**src/rtl/uart_tx_fifo.sv**
```systemverilog
// UART transmitter fed by a small FIFO. The frame format (5-8 data bits, parity,
// one or two stop bits, bit period) is latched from the inputs at every pop.
module uart_tx_fifo #(
    parameter int FIFO_DEPTH = 4
) (
    input  logic                        clk,
    input  logic                        rstn_i,
    input  logic [15:0]                 clk_div_i,
    input  logic [1:0]                  data_bits_i,
    input  logic [1:0]                  parity_mode_i,
    input  logic                        stop2_i,
    input  logic [7:0]                  tx_data_i,
    input  logic                        tx_valid_i,
    output logic                        tx_ready_o,
    output logic                        tx_o,
    output logic                        busy_o,
    output logic                        tx_done_o,
    output logic [$clog2(FIFO_DEPTH):0] fifo_count_o
);
    localparam int          AW       = $clog2(FIFO_DEPTH);
    localparam logic [AW:0] FULL_CNT = (AW+1)'(FIFO_DEPTH);

    typedef enum logic [2:0] {IDLE, START, DATA, PARITY, STOP} state_t;

    logic [7:0]    mem_q [FIFO_DEPTH];
    logic [AW-1:0] wr_ptr_q, wr_ptr_d, rd_ptr_q, rd_ptr_d;
    logic [AW:0]   count_q, count_d;
    logic          push, pop;

    state_t        state_q, state_d;
    logic [15:0]   baud_q, baud_d;
    logic [2:0]    bit_q, bit_d;
    logic          stop_q, stop_d;
    logic          tx_q, tx_d;
    logic          done_q, done_d;

    logic [7:0]    data_q, data_d;
    logic [15:0]   div_q, div_d;
    logic [1:0]    bits_q, bits_d;
    logic [1:0]    par_q, par_d;
    logic          stop2_q, stop2_d;

    logic          bit_end, start_frame, par_en, par_bit;
    logic [2:0]    last_bit;
    logic [7:0]    data_mask;

    assign tx_ready_o   = (count_q < FULL_CNT);
    assign push         = tx_valid_i && tx_ready_o;
    assign fifo_count_o = count_q;
    assign tx_o         = tx_q;
    assign busy_o       = (state_q != IDLE);
    assign tx_done_o    = done_q;

    always_comb begin
        wr_ptr_d = wr_ptr_q;
        rd_ptr_d = rd_ptr_q;
        count_d  = count_q;
        if (push) wr_ptr_d = wr_ptr_q + AW'(1);
        if (pop)  rd_ptr_d = rd_ptr_q + AW'(1);
        case ({push, pop})
            2'b10:   count_d = count_q + (AW+1)'(1);
            2'b01:   count_d = count_q - (AW+1)'(1);
            default: count_d = count_q;
        endcase
    end

    always_ff @(posedge clk) begin
        if (push) mem_q[wr_ptr_q] <= tx_data_i;
    end

    // Parity covers only the bits actually sent; unused upper bits are masked off.
    assign last_bit  = 3'd4 + {1'b0, bits_q};
    assign data_mask = 8'hFF >> (2'd3 - bits_q);
    assign par_en    = (par_q == 2'b01) || (par_q == 2'b10);
    assign par_bit   = (^(data_q & data_mask)) ^ (par_q == 2'b10);
    assign bit_end   = (baud_q == div_q);

    always_comb begin
        state_d     = state_q;
        baud_d      = baud_q;
        bit_d       = bit_q;
        stop_d      = stop_q;
        done_d      = 1'b0;
        data_d      = data_q;
        div_d       = div_q;
        bits_d      = bits_q;
        par_d       = par_q;
        stop2_d     = stop2_q;
        start_frame = 1'b0;
        pop         = 1'b0;

        case (state_q)
            IDLE: begin
                if (count_q != '0) start_frame = 1'b1;
            end
            START: begin
                if (bit_end) begin
                    baud_d  = '0;
                    bit_d   = '0;
                    state_d = DATA;
                end else begin
                    baud_d = baud_q + 16'd1;
                end
            end
            DATA: begin
                if (bit_end) begin
                    baud_d = '0;
                    if (bit_q == last_bit) begin
                        stop_d  = 1'b0;
                        state_d = par_en ? PARITY : STOP;
                    end else begin
                        bit_d = bit_q + 3'd1;
                    end
                end else begin
                    baud_d = baud_q + 16'd1;
                end
            end
            PARITY: begin
                if (bit_end) begin
                    baud_d  = '0;
                    stop_d  = 1'b0;
                    state_d = STOP;
                end else begin
                    baud_d = baud_q + 16'd1;
                end
            end
            STOP: begin
                if (bit_end) begin
                    baud_d = '0;
                    if (stop2_q && !stop_q) begin
                        stop_d = 1'b1;
                    end else begin
                        done_d  = 1'b1;
                        state_d = IDLE;
                        if (count_q != '0) start_frame = 1'b1;
                    end
                end else begin
                    baud_d = baud_q + 16'd1;
                end
            end
            default: state_d = IDLE;
        endcase

        // A new frame pops the head entry and snapshots the line configuration.
        if (start_frame) begin
            pop     = 1'b1;
            state_d = START;
            baud_d  = '0;
            bit_d   = '0;
            stop_d  = 1'b0;
            data_d  = mem_q[rd_ptr_q];
            div_d   = clk_div_i;
            bits_d  = data_bits_i;
            par_d   = parity_mode_i;
            stop2_d = stop2_i;
        end

        case (state_d)
            START:   tx_d = 1'b0;
            DATA:    tx_d = data_d[bit_d];
            PARITY:  tx_d = par_bit;
            default: tx_d = 1'b1;
        endcase
    end

    always_ff @(posedge clk or negedge rstn_i) begin
        if (!rstn_i) begin
            state_q  <= IDLE;
            baud_q   <= '0;
            bit_q    <= '0;
            stop_q   <= 1'b0;
            tx_q     <= 1'b1;
            done_q   <= 1'b0;
            wr_ptr_q <= '0;
            rd_ptr_q <= '0;
            count_q  <= '0;
        end else begin
            state_q  <= state_d;
            baud_q   <= baud_d;
            bit_q    <= bit_d;
            stop_q   <= stop_d;
            tx_q     <= tx_d;
            done_q   <= done_d;
            wr_ptr_q <= wr_ptr_d;
            rd_ptr_q <= rd_ptr_d;
            count_q  <= count_d;
        end
    end

    always_ff @(posedge clk) begin
        data_q  <= data_d;
        div_q   <= div_d;
        bits_q  <= bits_d;
        par_q   <= par_d;
        stop2_q <= stop2_d;
    end

endmodule

```
**config.mk**
```make
export PLATFORM = sky130hd
export DESIGN_NAME = uart_tx_fifo
export DESIGN_NICKNAME = d
export VERILOG_FILES = /design/src/rtl/uart_tx_fifo.sv
export SDC_FILE = /design/constraint.sdc
export NUM_CORES = 1
export LEC_CHECK = 0
export ABC_AREA = 1
export CAP_MARGIN = 25
export CORE_MARGIN = 10
export CORE_UTILIZATION = 60
export CTS_CLUSTER_DIAMETER = 200
export DETAILED_ROUTE_END_ITERATION = 12
export HOLD_SLACK_MARGIN = 0.06
export PLACE_DENSITY = 0.79
export SYNTH_ARGS = -nofsm -noshare
export SYNTH_HDL_FRONTEND = slang
export SYNTH_SLANG_ARGS = --single-unit
export TNS_END_PERCENT = 5
```
**constraint.sdc**
```tcl
create_clock -name clk -period 4.4 [get_ports clk]
set_input_delay 1.1 -clock clk [delete_from_list [all_inputs] [get_ports clk]]
set_output_delay 1.1 -clock clk [all_outputs]
set_load 0.005 [all_outputs]
```
==> results.md, run 1 <==
- Status: finished, final reports clean
- Starting Density: 61.8%
- Core Box Area: 7250 µm²
- TritonCTS clock tree: built
- Netlist cell types: 39
- End of the worst hold path: fifo_count_o[0]
- Worst hold-check path type: flop to flop
- Post-DP Area: 4950 µm²
- Fraction of layout cells with a size suffix above 1: 7.77%
- Remaining antenna violation count after routing: 0
- Synth top area cells: edfxtp_1, dfrtp_1, nand2_1
- Synthesized net count: 521
- Crit Path Max Fanout: 25
- Crit end category: flop
- Root buffer cell: clkbuf_8
- HPWL Detailed: 6.37 mm
- Comb power frac: 15.7%
- Highest Signal Layer: met4
- Row count: 31
- Pin count of the biggest net entering global routing: 33
- WL/cell: 14.1 µm
- Most frequent CP cell: nand2_1
- PortBufs: 38
- FF-to-FF setup slack: 1700 ps
- # nets final: 564
- WS Path Type: flop to flop
- DRC Markers: 0
- Switch share: 28.7%
- Max stage delay on crit path: 430 ps
- Mapped cell area: 4480 µm²
- Met1 Routed Length: 3.84 mm
- Area Growth Syn to Fin: 15.2%
- Number of synthesized flops with an enable pin: 53
- Die Width: 106 µm
- Iter 0 DRT Violations: 209
- Drt via density: 5.20
- Max-Cap Viols: 0
- Final Max Slew Viols: 0
- Peak VDD IR: 0.000319 V
- Clock sinks: 93
- Worst-margin pin slew: 747 ps
- Reg2Reg Depth: 16
- Seq cells post-synth: 93
- Initial antenna violation count: 0
- Sequential power share: 54.0%
- Die ar.: 11300 µm²
- First-pass GRT wire length: 15.1 mm
- GRT Util Overall: 16.5%
- Top cell type's share of synthesized area: 35.5%
- Cell Int Power: 1440 µW
- Fin crit share: 61.5%
- Critical path arrival: 2960 ps
- WL met2: 4.30 mm
- Critical-path cell list: inv_2, nand2_1, nand2_1, nor2_1, nand2_1, nor2_4, nand3_2, nand2_4, nand2_4, inv_2, ha_1, inv_1, fa_1, a21oi_1, o21ai_0, xor2_1
- CTS resizes: 0
- Clock power frac: 30.3%
- Slew HR: 50.0%
- Sequential element share of the synthesized area: 57.0%
- Worst r2r src: baud_q[5]
- Ys Warns: 0
- Total net switching power: 577 µW
- Hold path startpoint: fifo_count_o[0]
- Standby leakage power: 0.00226 µW
- Final setup violation count: 0
- R2r endpoint: fifo_count_o[2]
- Initial DRT Pass Iterations: 5
- # IOs: 39
- Worst slack, placed: 1500 ps
- RSZ-0062 raised after global routing: no
- Minimum clock period: 2700 ps
- Longest Clk Path Bufs: 2
- Worst path slowest cell: dfrtp_1
- Syn Inst Count: 480
- Power Dens Cells: 390 nW/µm²
- FFs w/ async S/R, synth: 34.4%
- Total vias in the final route: 3259
- Total power: 2010 µW
- Top_reg_cell synth: edfxtp_1
- Design area: 5160 µm²
- Setup bufs post-CTS: 0
- Clock-pin slew on the worst setup and hold paths: 100 ps
- Vias in the first global route: 3303
- FMAX: 370 MHz
- Aggregate global routing overflow: 0
- Syn avg cell area: 9.34 µm²
- CTS H-Tree Depth: 3
- Die H: 106 µm
- Clk_skew: 11.9 ps
- Number of diodes: 0
- Routability cong.: 0.841
- Wirelength, routed: 8.85 mm
- Final Hold Fails: 0
- Hold path depth: 1
- Startpoint Class: flop
- Post-CTS Hold Fix Bufs: 0
- Final setup margin: 1700 ps
- CTS buffer count: 9
- CP Data Required Time: 4650 ps
- Post-synth top area cell: edfxtp_1
- Total length of routed met3 wires: 571 µm
- Final setup TNS: 0 ps
- Worst-Skew Late Latency: 380 ps
-- registers in the layout, summed over array words and instances (netlist names), 2 cells and up --
name          count
baud_q           16
bit_q             3
bits_q            2
data_q            8
div_q            16
fifo_count_o      3
mem_q            32
par_q             2
rd_ptr_q          2
state_q           3
wr_ptr_q          2
-- through the flow --
step	std cells	utilization (%)	hold slack, ps
floorplan	480	-	462
global placement	611	68.2	492
detailed placement	611	68.2	487
CTS	627	71.2	508
global route	627	71.2	535
finish	627	71.2	498
-- metal layers --
metal  global-route usage (%)  vias up
met2                     27.4       79
met1                     19.5     1519
met3                     5.31       15
met4                     6.19        0
met5                        0        -
li1                         -     1646
-- Yosys cell counts, types with 2 or more instances --
cell type	count
nor2_1	64
nand3_2	2
nand2_1	102
buf_2	2
o21ai_0	27
xor2_1	19
inv_2	9
ha_1	8
a31oi_1	2
edfxtp_1	53
dfrtp_1	31
inv_1	67
nand2_2	2
xnor2_1	6
nand3b_1	2
or2_2	2
buf_6	2
nand4_1	12
nor3_1	3
o22ai_1	8
clkbuf_1	3
dfxtp_1	8
nor2_4	2
nand2_4	2
a21oi_1	11
nand3_1	18
-- logic make-up (layout without fill, tap and decap cells) --
family / Yosys count / count (layout) / share of synthesized area [%]
and+or+nand+nor: 214 / 214 / 21.0
DFF: 93 / 93 / 57.0
buffers and inverters: 85 / 133 / 7.59
AOI/OAI and AO/OA: 54 / 54 / 6.84
xor gates and xnor gates: 25 / 25 / 4.89
adders and majority gates: 9 / 9 / 2.68
-- layout by cell type, fill, tap and decap left out, types with 3 or more instances in the layout --
cell and n:
dfrtp_1 31, nand2_1 102, clkbuf_8 9, nor2_1 64
nand4_1 12, inv_1 67, dfxtp_1 8, xnor2_1 6
inv_2 9, o22ai_1 8, ha_1 8, nand3_1 18
o21ai_0 27, edfxtp_1 53, xor2_1 19, a21oi_1 11
nor3_1 3, clkdlybuf4s50_1 38
-- power groups by stage --
stage	clock (µW)	combinational [µW]	sequential (µW)
finish	610	315	1090
global route	653	363	1100
CTS	622	321	1090
detailed placement	0	317	1110
global placement	0	298	1100
floorplan	0	185	1090
-- worst max-delay path: cells and delay by family, from the launching register on --
family,cells,cell delay [ps]
xor gates and xnor gates,1,160
adders and majority gates,2,520
buffers and inverters,3,250
DFF,1,430
and+or+nand+nor,8,960
AOI/OAI and AO/OA,2,260
-- area by class of cell --
type / instances / area [µm²]
clock inverters: 7 / 91.3
flip-flops and latches: 93 / 2550
well taps: 99 / 124
clock buffers: 9 / 124
multi-input cells: 302 / 1590
fillers: 559 / 2090
inverters: 77 / 289
repair buffers: 40 / 395
-- worst max path at each step --
stage                          start         endpoint  slack, ps  cells past startpoint
after floorplan           baud_q[10]  fifo_count_o[2]       1540                     18
after global placement    tx_valid_i  fifo_count_o[2]       1540                      8
after detailed placement  tx_valid_i  fifo_count_o[2]       1500                      8
after CTS                 state_q[1]           busy_o       1670                      5
after global routing       baud_q[2]  fifo_count_o[2]       1440                     16
final                      baud_q[5]  fifo_count_o[2]       1700                     16
Power figures use the tool's default switching activity.
==> inputs of run 2 (changes only) <==
- CORE_UTILIZATION: 60 -> 52
- PLACE_DENSITY: 0.79 -> 0.73
- clock period: 4.4 -> 2.43 ns (I/O delays scaled with it)
==> run 2 against run 1 <==
- die area up 12%
- cell area grew 4.5%
- total power increased by 85%
- sequential cell count unchanged
- via count up 3.1%
- maximum frequency increased by 14%
- core utilization fell by 6.2 points
- clock power grew 82%
- highest routed layer unchanged
==> results.md, run 2 (synthesis results as in run 1) <==
- Status: finished, final reports clean (unchanged)
- WS Path Type: flop to flop (unchanged)
- Worst-margin pin slew: 457 ps (was 747 ps)
- Fin crit share: 97.9% (was 61.5%)
- FMAX: 420 MHz (was 370 MHz)
- Starting Density: 54.0% (was 61.8%)
- CP Data Required Time: 2700 ps (was 4650 ps)
- Core Box Area: 8300 µm² (was 7250 µm²)
- Die ar.: 12700 µm² (was 11300 µm²)
- Worst r2r src: baud_q[0] (was baud_q[5])
- Vias in the first global route: 3221 (was 3303)
- CTS buffer count: 9 (unchanged)
- GRT Util Overall: 14.5% (was 16.5%)
- Pin count of the biggest net entering global routing: 33 (unchanged)
- Design area: 5400 µm² (was 5160 µm²)
- CP Launch Point: baud_q[0] (was baud_q[5])
- Max-Cap Viols: 0 (unchanged)
- Commonest non-fill, non-tap cell in the layout: nand2_1 (unchanged)
- Final Hold Fails: 0 (unchanged)
- Initial DRT Pass Iterations: 4 (was 5)
- Initial antenna violation count: 0 (unchanged)
- HPWL Detailed: 6.48 mm (was 6.37 mm)
- Largest registers: mem_q x32, baud_q x16, div_q x16 (unchanged)
- TritonCTS clock tree: built (unchanged)
- Multi-input logic area: 1630 µm² (was 1590 µm²)
- Final setup margin: 50.6 ps (was 1700 ps)
- Final setup violation count: 0 (unchanged)
- Wirelength, routed: 9.30 mm (was 8.85 mm)
- Remaining antenna violation count after routing: 0 (unchanged)
- CTS H-Tree Depth: 3 (unchanged)
- Area Growth Syn to Fin: 20.4% (was 15.2%)
- Row count: 33 (was 31)
- Critical path arrival: 2650 ps (was 2960 ps)
- Peak VDD IR: 0.000635 V (was 0.000319 V)
- Placed cells: 629 (was 611)
- Minimum clock period: 2380 ps (was 2700 ps)
- Standby leakage power: 0.00236 µW (was 0.00226 µW)
- Post-CTS Hold Fix Bufs: 0 (unchanged)
- Fraction of layout cells with a size suffix above 1: 13.1% (was 7.77%)
- Max reg flops: 32 (unchanged)
- Post-DP Area: 5070 µm² (was 4950 µm²)
- Crit Path Max Fanout: 4 (was 25)
- Most used cells in the layout excluding fill and tap cells: nand2_1, inv_1, nor2_1 (unchanged)
- # nets final: 586 (was 564)
- Routability cong.: 0.841 (about the same)
- Final Max Slew Viols: 0 (unchanged)
- Crit end category: flop (unchanged)
- Startpoint Class: flop (unchanged)
- Die Width: 113 µm (was 106 µm)
- Power Dens Cells: 691 nW/µm² (was 390 nW/µm²)
- Worst-Skew Late Latency: 380 ps (about the same)
- DRC Markers: 0 (unchanged)
- Hold path startpoint: data_q[5] (was fifo_count_o[0])
- Drt via density: 5.13 (was 5.20)
- Total vias in the final route: 3360 (was 3259)
- Fin Hold WS: 503 ps (was 498 ps)
- Filler Cell Count: 649 (was 559)
- WL/cell: 14.2 µm (was 14.1 µm)
- Non-Filler Instances: 655 (was 627)
- Worst hold-check path type: flop to flop (unchanged)
- Slew HR: 69.6% (was 50.0%)
- Longest Clk Path Bufs: 2 (unchanged)
- Clk_skew: 12.4 ps (was 11.9 ps)
- Clock sinks: 93 (unchanged)
- Clock-pin slew on the worst setup and hold paths: 100 ps (about the same)
- PortBufs: 38 (unchanged)
- Aggregate global routing overflow: 0 (unchanged)
- Root buffer cell: clkbuf_8 (unchanged)
- Number of diodes: 0 (unchanged)
- Die H: 113 µm (was 106 µm)
- Final setup TNS: 0 ps (unchanged)
- # IOs: 39 (unchanged)
- Iter 0 DRT Violations: 187 (was 209)
- First-pass GRT wire length: 15.2 mm (was 15.1 mm)
- Worst slack, placed: 15.9 ps (was 1500 ps)
- Most flops, register: mem_q (unchanged)
- Reg area: 2560 µm² (was 2550 µm²)
## run 2: worst paths after layout
| path | endpoint | slack (ps) | cells past startpoint |
|---|---|---|---|
| min in group asynchronous | baud_q[15] | 650 | 2 |
| setup reg to reg | fifo_count_o[2] | 50 | 15 |
| max in group asynchronous | tx_o | 1430 | 2 |
| setup / recovery | fifo_count_o[2] | 50 | 15 |
| hold reg to reg | data_q[5] | 500 | 2 |
| hold / removal | data_q[5] | 500 | 2 |
## run 2: repair_timing
action | 4_1_cts | 5_1_grt
gates resized for setup | 0 | 9
endpoints found under the setup margin | 1 | 16
setup buffers | 4 | 6
pin swaps | 1 | 2
## run 2: cell type report
cell class	count	area share, %
Timing Repair Buffer	62	10.5
Multi-Input combinational cell	302	30.1
Inverter	77	5.59
Sequential cell	93	47.4
Tap cell	105	2.44
Clock inverter	7	1.72
Clock buffer	9	2.30
## run 2: power by group
group	switching, µW	internal, µW
combinational	345	300
clock	605	503
sequential	126	1850
## run 2: layer usage
layer	routed length, µm	vias up	global-route usage (%)
met2	4510	76	23.4
met5	0	-	0
met3	502	12	3.86
li1	-	1688	-
met1	4160	1584	18.4
met4	137	0	4.82
## run 2: per-stage QoR
step,total power (µW),utilization [%]
2_1_floorplan,2320,-
3_3_place_gp,2590,61.1
3_5_place_dp,2610,61.1
4_1_cts,3710,64.1
5_1_grt,3900,65.0
6_report,3730,65.0
## run 2: critical path, cell delays in order, from the launching register on
cell and delay, ps:
dfrtp_2 450, nand2_1 110, nand2_1 60, nor2_1 170, nand2_2 110, nor2_4 150, nand3_4 90, nand2_4 90
nand2_4 90, inv_12 60, ha_4 100, inv_1 60, fa_2 340, a21oi_1 130, o21ai_1 90, xor2_1 150
==> edit 1: new RTL, flow settings as in run 2 <==
Reset style: synchronous (`rstn_i`), changed in one clocked block.
--- a/src/rtl/uart_tx_fifo.sv
+++ b/src/rtl/uart_tx_fifo.sv
@@ -165,3 +165,3 @@
 
-    always_ff @(posedge clk or negedge rstn_i) begin
+    always_ff @(posedge clk) begin
         if (!rstn_i) begin
Check against the original RTL: differs if rstn_i is asserted again (counterexample within 4 cycles, from zero or initial values and one cycle with rstn_i low); with rstn_i held inactive, the same outputs for 10 cycles.
==> edit 1 against run 2 <==
Synthesized area is essentially flat. Setup slack better by 50 ps. Via count is 4.9% higher. Final area barely moved. Sequential cell count rose by 2. Critical path depth stayed put. Routed wire length rose by 4.0%.
Power is not compared: it rests on default switching activity, and its combinational part moved more than twofold at a synthesized area within 25%.
==> edit 1: results (changes against run 2) <==
- Status: finished clean
- First-pass GRT wire length: 15.85 mm (+4.4%)
- Vias/cell: 5.113 (-0.32%)
- Total CTS buffers: 9 (unchanged)
- Slew margin rel.: 0.7112 (+0.01568)
- GPL Wtd Cong: 0.8114 (-3.5%)
- Dpl hpwl: 7.097 mm (+9.6%)
- Non-Filler Instances: 689 (+5.2%)
- Vias in the first global route: 3323 (+3.2%)
- Largest registers: mem_q x32, baud_q x16, div_q x16
- Post-Route WL: 9.675 mm (+4.0%)
- Largest net degree at the start of global routing: 19 (-42%)
- Top cells by count, synth: nand2_1, inv_1, nor2_1
- Layout cells sized above 1: 0.1524 (+0.02149)
- Sequential-to-total area share from yosys stat: 0.5429 (-0.02693)
- Distinct cell type count after synthesis: 37 (-5.1%)
- Hold crit path type: flop to flop
- Asr flop ratio synth: 0 (-0.3441)
- Layout Skew: 6.348 ps (-6.092 ps)
- Root Buffer: clkbuf_8
- Max stage delay on crit path: 390 ps (-60 ps)
- DR DRC count: 0 (unchanged)
- Yosys warns: 0 (unchanged)
- Crit path max-delay family: simple AND/OR/NAND/NOR gates
- Synth Instances: 515 (+7.3%)
- Gr usage total: 0.1505 (+0.005473)
- Leakage: 2.276 nW
- DRT Pass-1 Iters: 5 (+1)
- Top post-synthesis cells by area: edfxtp_1, dfxtp_1, nand2_1
- Dpl cells: 671 (+6.7%)
- Top FF cell, synth: edfxtp_1
- First DRT Iteration DRCs: 212 (+13%)
- Post-Syn Nets: 556 (+6.7%)
- Number of flops mapped to enable cells by yosys: 53 (unchanged)
- Crit path DAT: 2600 ps (-50 ps)
- CP max stage cell: edfxtp_1
- Net count, final: 620 (+5.8%)
- Clock Latency Late Sink: 370 ps
edit 1: cell count changes after synthesis, moves of 9 or more:
cell,run 2,this run
a21oi_1,11,22
dfrtp_1,31,0
dfxtp_1,8,42
inv_1,67,83
nor2_1,64,54
nor3_1,3,12
xor2_1,19,6
edit 1: area by class of cell:
| type | instances | area [sq um] |
|---|---|---|
| timing repair buffer | 60 | 549.3 |
| inverter | 91 | 347.8 |
| tap | 105 | 131.4 |
| multi-input combinational | 322 | 1734 |
| sequential | 95 | 2450 |
| clock buffer | 9 | 123.9 |
| clock inverter | 7 | 62.56 |
| fill | 676 | 2900 |
edit 1: report_power, final:
group | internal [W] | switching (W) | total, W | leakage [nW]
combinational | 0.000821 | 0.00125 | 0.00207 | 1.34
sequential | 0.00212 | 0.000204 | 0.00233 | 0.844
clock | 0.000396 | 0.000621 | 0.00102 | 0.0931
total | 0.00334 | 0.00207 | 0.00541 | 2.28
edit 1: stage by stage:
step | worst slack (ps) | instance area, sq um | utilization | power (W)
2_1_floorplan | 2.796 | 4503 | - | 0.003700
3_3_place_gp | 128.1 | 5114 | 0.6162 | 0.004239
3_5_place_dp | 41.02 | 5114 | 0.6162 | 0.004308
4_1_cts | 9.165 | 5300 | 0.6386 | 0.005307
5_1_grt | -46.21 | 5399 | 0.6505 | 0.005828
6_report | 101.1 | 5399 | 0.6505 | 0.005414
edit 1: kinds of logic after synthesis:
kind of cell,after synthesis,synth area share
xor+xnor,11,0.02150
buf+inv,98,0.08461
fa+ha+maj,9,0.02681
compound gates,72,0.08964
simple gates,230,0.2346
flops,95,0.5429
edit 1: final timing paths:
check / to / slack [ps] / cells past startpoint / from
worst max-delay path: fifo_count_o[2]$_SDFFE_PN0P_ / 100 / 15 / div_q[15]$_DFFE_PN_
worst min-delay path: stop_q$_SDFFE_PP0P_ / 460 / 2 / stop_q$_SDFFE_PP0P_
worst max register to register: fifo_count_o[2]$_SDFFE_PN0P_ / 100 / 15 / div_q[15]$_DFFE_PN_
worst min register to register: stop_q$_SDFFE_PP0P_ / 460 / 2 / stop_q$_SDFFE_PP0P_
edit 1: worst register-to-register path: cells and delay by family (launching register included):
kind | cells | cell delay, ps
AOI/OAI and AO/OA | 4 | 410
xor gates and xnor gates | 1 | 150
adders and majority gates | 2 | 500
and+or+nand+nor | 6 | 660
buffers and inverters | 2 | 100
DFF | 1 | 390
edit 1: routing by layer:
metal | track usage | up-vias | wire (um)
met4 | 0.05499 | 0 | 105
met5 | 0 | - | 0
met3 | 0.03803 | 8 | 491
met2 | 0.2446 | 84 | 4670
li1 | - | 1805 | -
met1 | 0.1886 | 1626 | 4407
edit 1: what timing repair did:
action / in CTS / in global routing
endpoints found under the setup margin: 0 / 10
endpoints found under the hold margin: 0 / 0
hold buffers: 0 / 0
setup buffers: 0 / 2
resized for setup: 0 / 26
==> edit 2: new RTL, settings of run 2 <==
Without the edit above. `FIFO_DEPTH`: 4 -> 8.
--- a/src/rtl/uart_tx_fifo.sv
+++ b/src/rtl/uart_tx_fifo.sv
@@ -3,3 +3,3 @@
 module uart_tx_fifo #(
-    parameter int FIFO_DEPTH = 4
+    parameter int FIFO_DEPTH = 8
 ) (
Ports: changed (resized fifo_count_o); port bits go from 39 to 40. The function was not compared with the original's and may differ.
==> edit 2 against run 2 <==
Sequential cell count increased by 35. Largest cell class unchanged. Synthesized area grew 33%. Setup slack got worse by 36 ps. Routed wire length rose by 37%. Final cell count up 29%. Final area increased by 35%. Power up 54%. Combinational power grew 23%.
==> edit 2: results (changes against run 2) <==
- R2R depth: 19 (+4)
- #FFs+latches synth: 128 (+38%)
- DRT Pass-1 Iters: 5 (+1)
- CP max stage cell: dfrtp_1
- Status: finished clean
- Sequential-to-total area share from yosys stat: 0.6037 (+0.03395)
- FMAX: 0.4141 GHz (-1.5%)
- Slew margin rel.: 0.5874 (-0.1082)
- Post-CTS sizing: 2 (+2)
- Number of I/O port buffers: 39 (+2.6%)
- Worst hold slack: 178.4 ps (-324.4 ps)
- Largest net degree at the start of global routing: 36 (+9.1%)
- Crit path capture: fifo_count_o[3]$_DFFE_PN0P_
- Max stage delay on crit path: 400 ps (-50 ps)
- Clock Latency Late Sink: 420 ps (+40 ps)
- Asr flop ratio synth: 0.2734 (-0.07065)
- Vias: 4406 (+31%)
- Sw Share: 0.2676 (-0.02126)
- Gr usage total: 0.1620 (+0.01707)
- Number of flops mapped to enable cells by yosys: 85 (+60%)
- Hold crit path type: input pin to asynchronous set/reset pin
- Drt wl/cell: 15.08 um (+6.2%)
- Layout cells sized above 1: 0.1652 (+0.03433)
- Leakage: 3.110 nW (+32%)
- Root Buffer: clkbuf_16
- GPL Wtd Cong: 0.8672 (+3.2%)
- First-pass GRT wire length: 20.91 mm (+38%)
- Layout Skew: 14.11 ps (+1.669 ps)
- Clock transition at path regs: 60 ps (-40 ps)
- Reg2reg setup slack: 20 ps (-40 ps)
- Top post-synthesis cells by area: edfxtp_1, dfrtp_1, nand2_1
-- edit 2: cell types whose count changed after synthesis, moves of 4 or more --
cell,change
a31oi_1,+4
nand4_1,-8
o21ai_0,-14
o22ai_1,-8
nor2_1,-7
inv_2,+6
nand2_1,+69
edfxtp_1,+32
xor2_1,-7
nand3_1,+56
inv_1,-15
-- edit 2: cell type report --
type | count | area, sq um
Fill cell | 846 | 3727
Tap cell | 140 | 175.2
Inverter | 69 | 261.5
Timing Repair Buffer | 70 | 618.1
Clock buffer | 18 | 429.2
Clock inverter | 14 | 111.4
Multi-Input combinational cell | 403 | 2116
Sequential cell | 128 | 3592
-- edit 2: metal layers --
metal,share of wire,track usage,wire length (um),vias to the layer above
met5,0,0,0,-
met4,0.021,0.06765,262,0
met3,0.040,0.03998,511,24
met2,0.51,0.2749,6452,112
met1,0.43,0.1918,5473,2075
li1,-,-,-,2195
-- edit 2: stage by stage --
stage,util,cell area (sq um),std cells
global placement,0.6056,6680,805
CTS,0.6553,7228,837
finish,0.6621,7303,842
detailed placement,0.6056,6680,805
global route,0.6621,7303,842
floorplan,-,5996,612
-- edit 2: power by group through the flow --
stage	combinational (W)	clock, W	sequential [W]
finish	0.000797	0.00230	0.00266
global route	0.000903	0.00243	0.00268
CTS	0.000773	0.00233	0.00265
detailed placement	0.000772	0	0.00270
global placement	0.000745	0	0.00268
floorplan	0.000414	0	0.00269
-- edit 2: cells by family after synthesis --
| group | share of synthesized area |
|---|---|
| AO/OA/AOI/OAI | 0.04398 |
| flip-flops | 0.6037 |
| AND/OR/NAND/NOR | 0.2481 |
| XOR/XNOR | 0.03093 |
| buffers and inverters | 0.05303 |
| adder cells (fa/ha/maj) | 0.02020 |
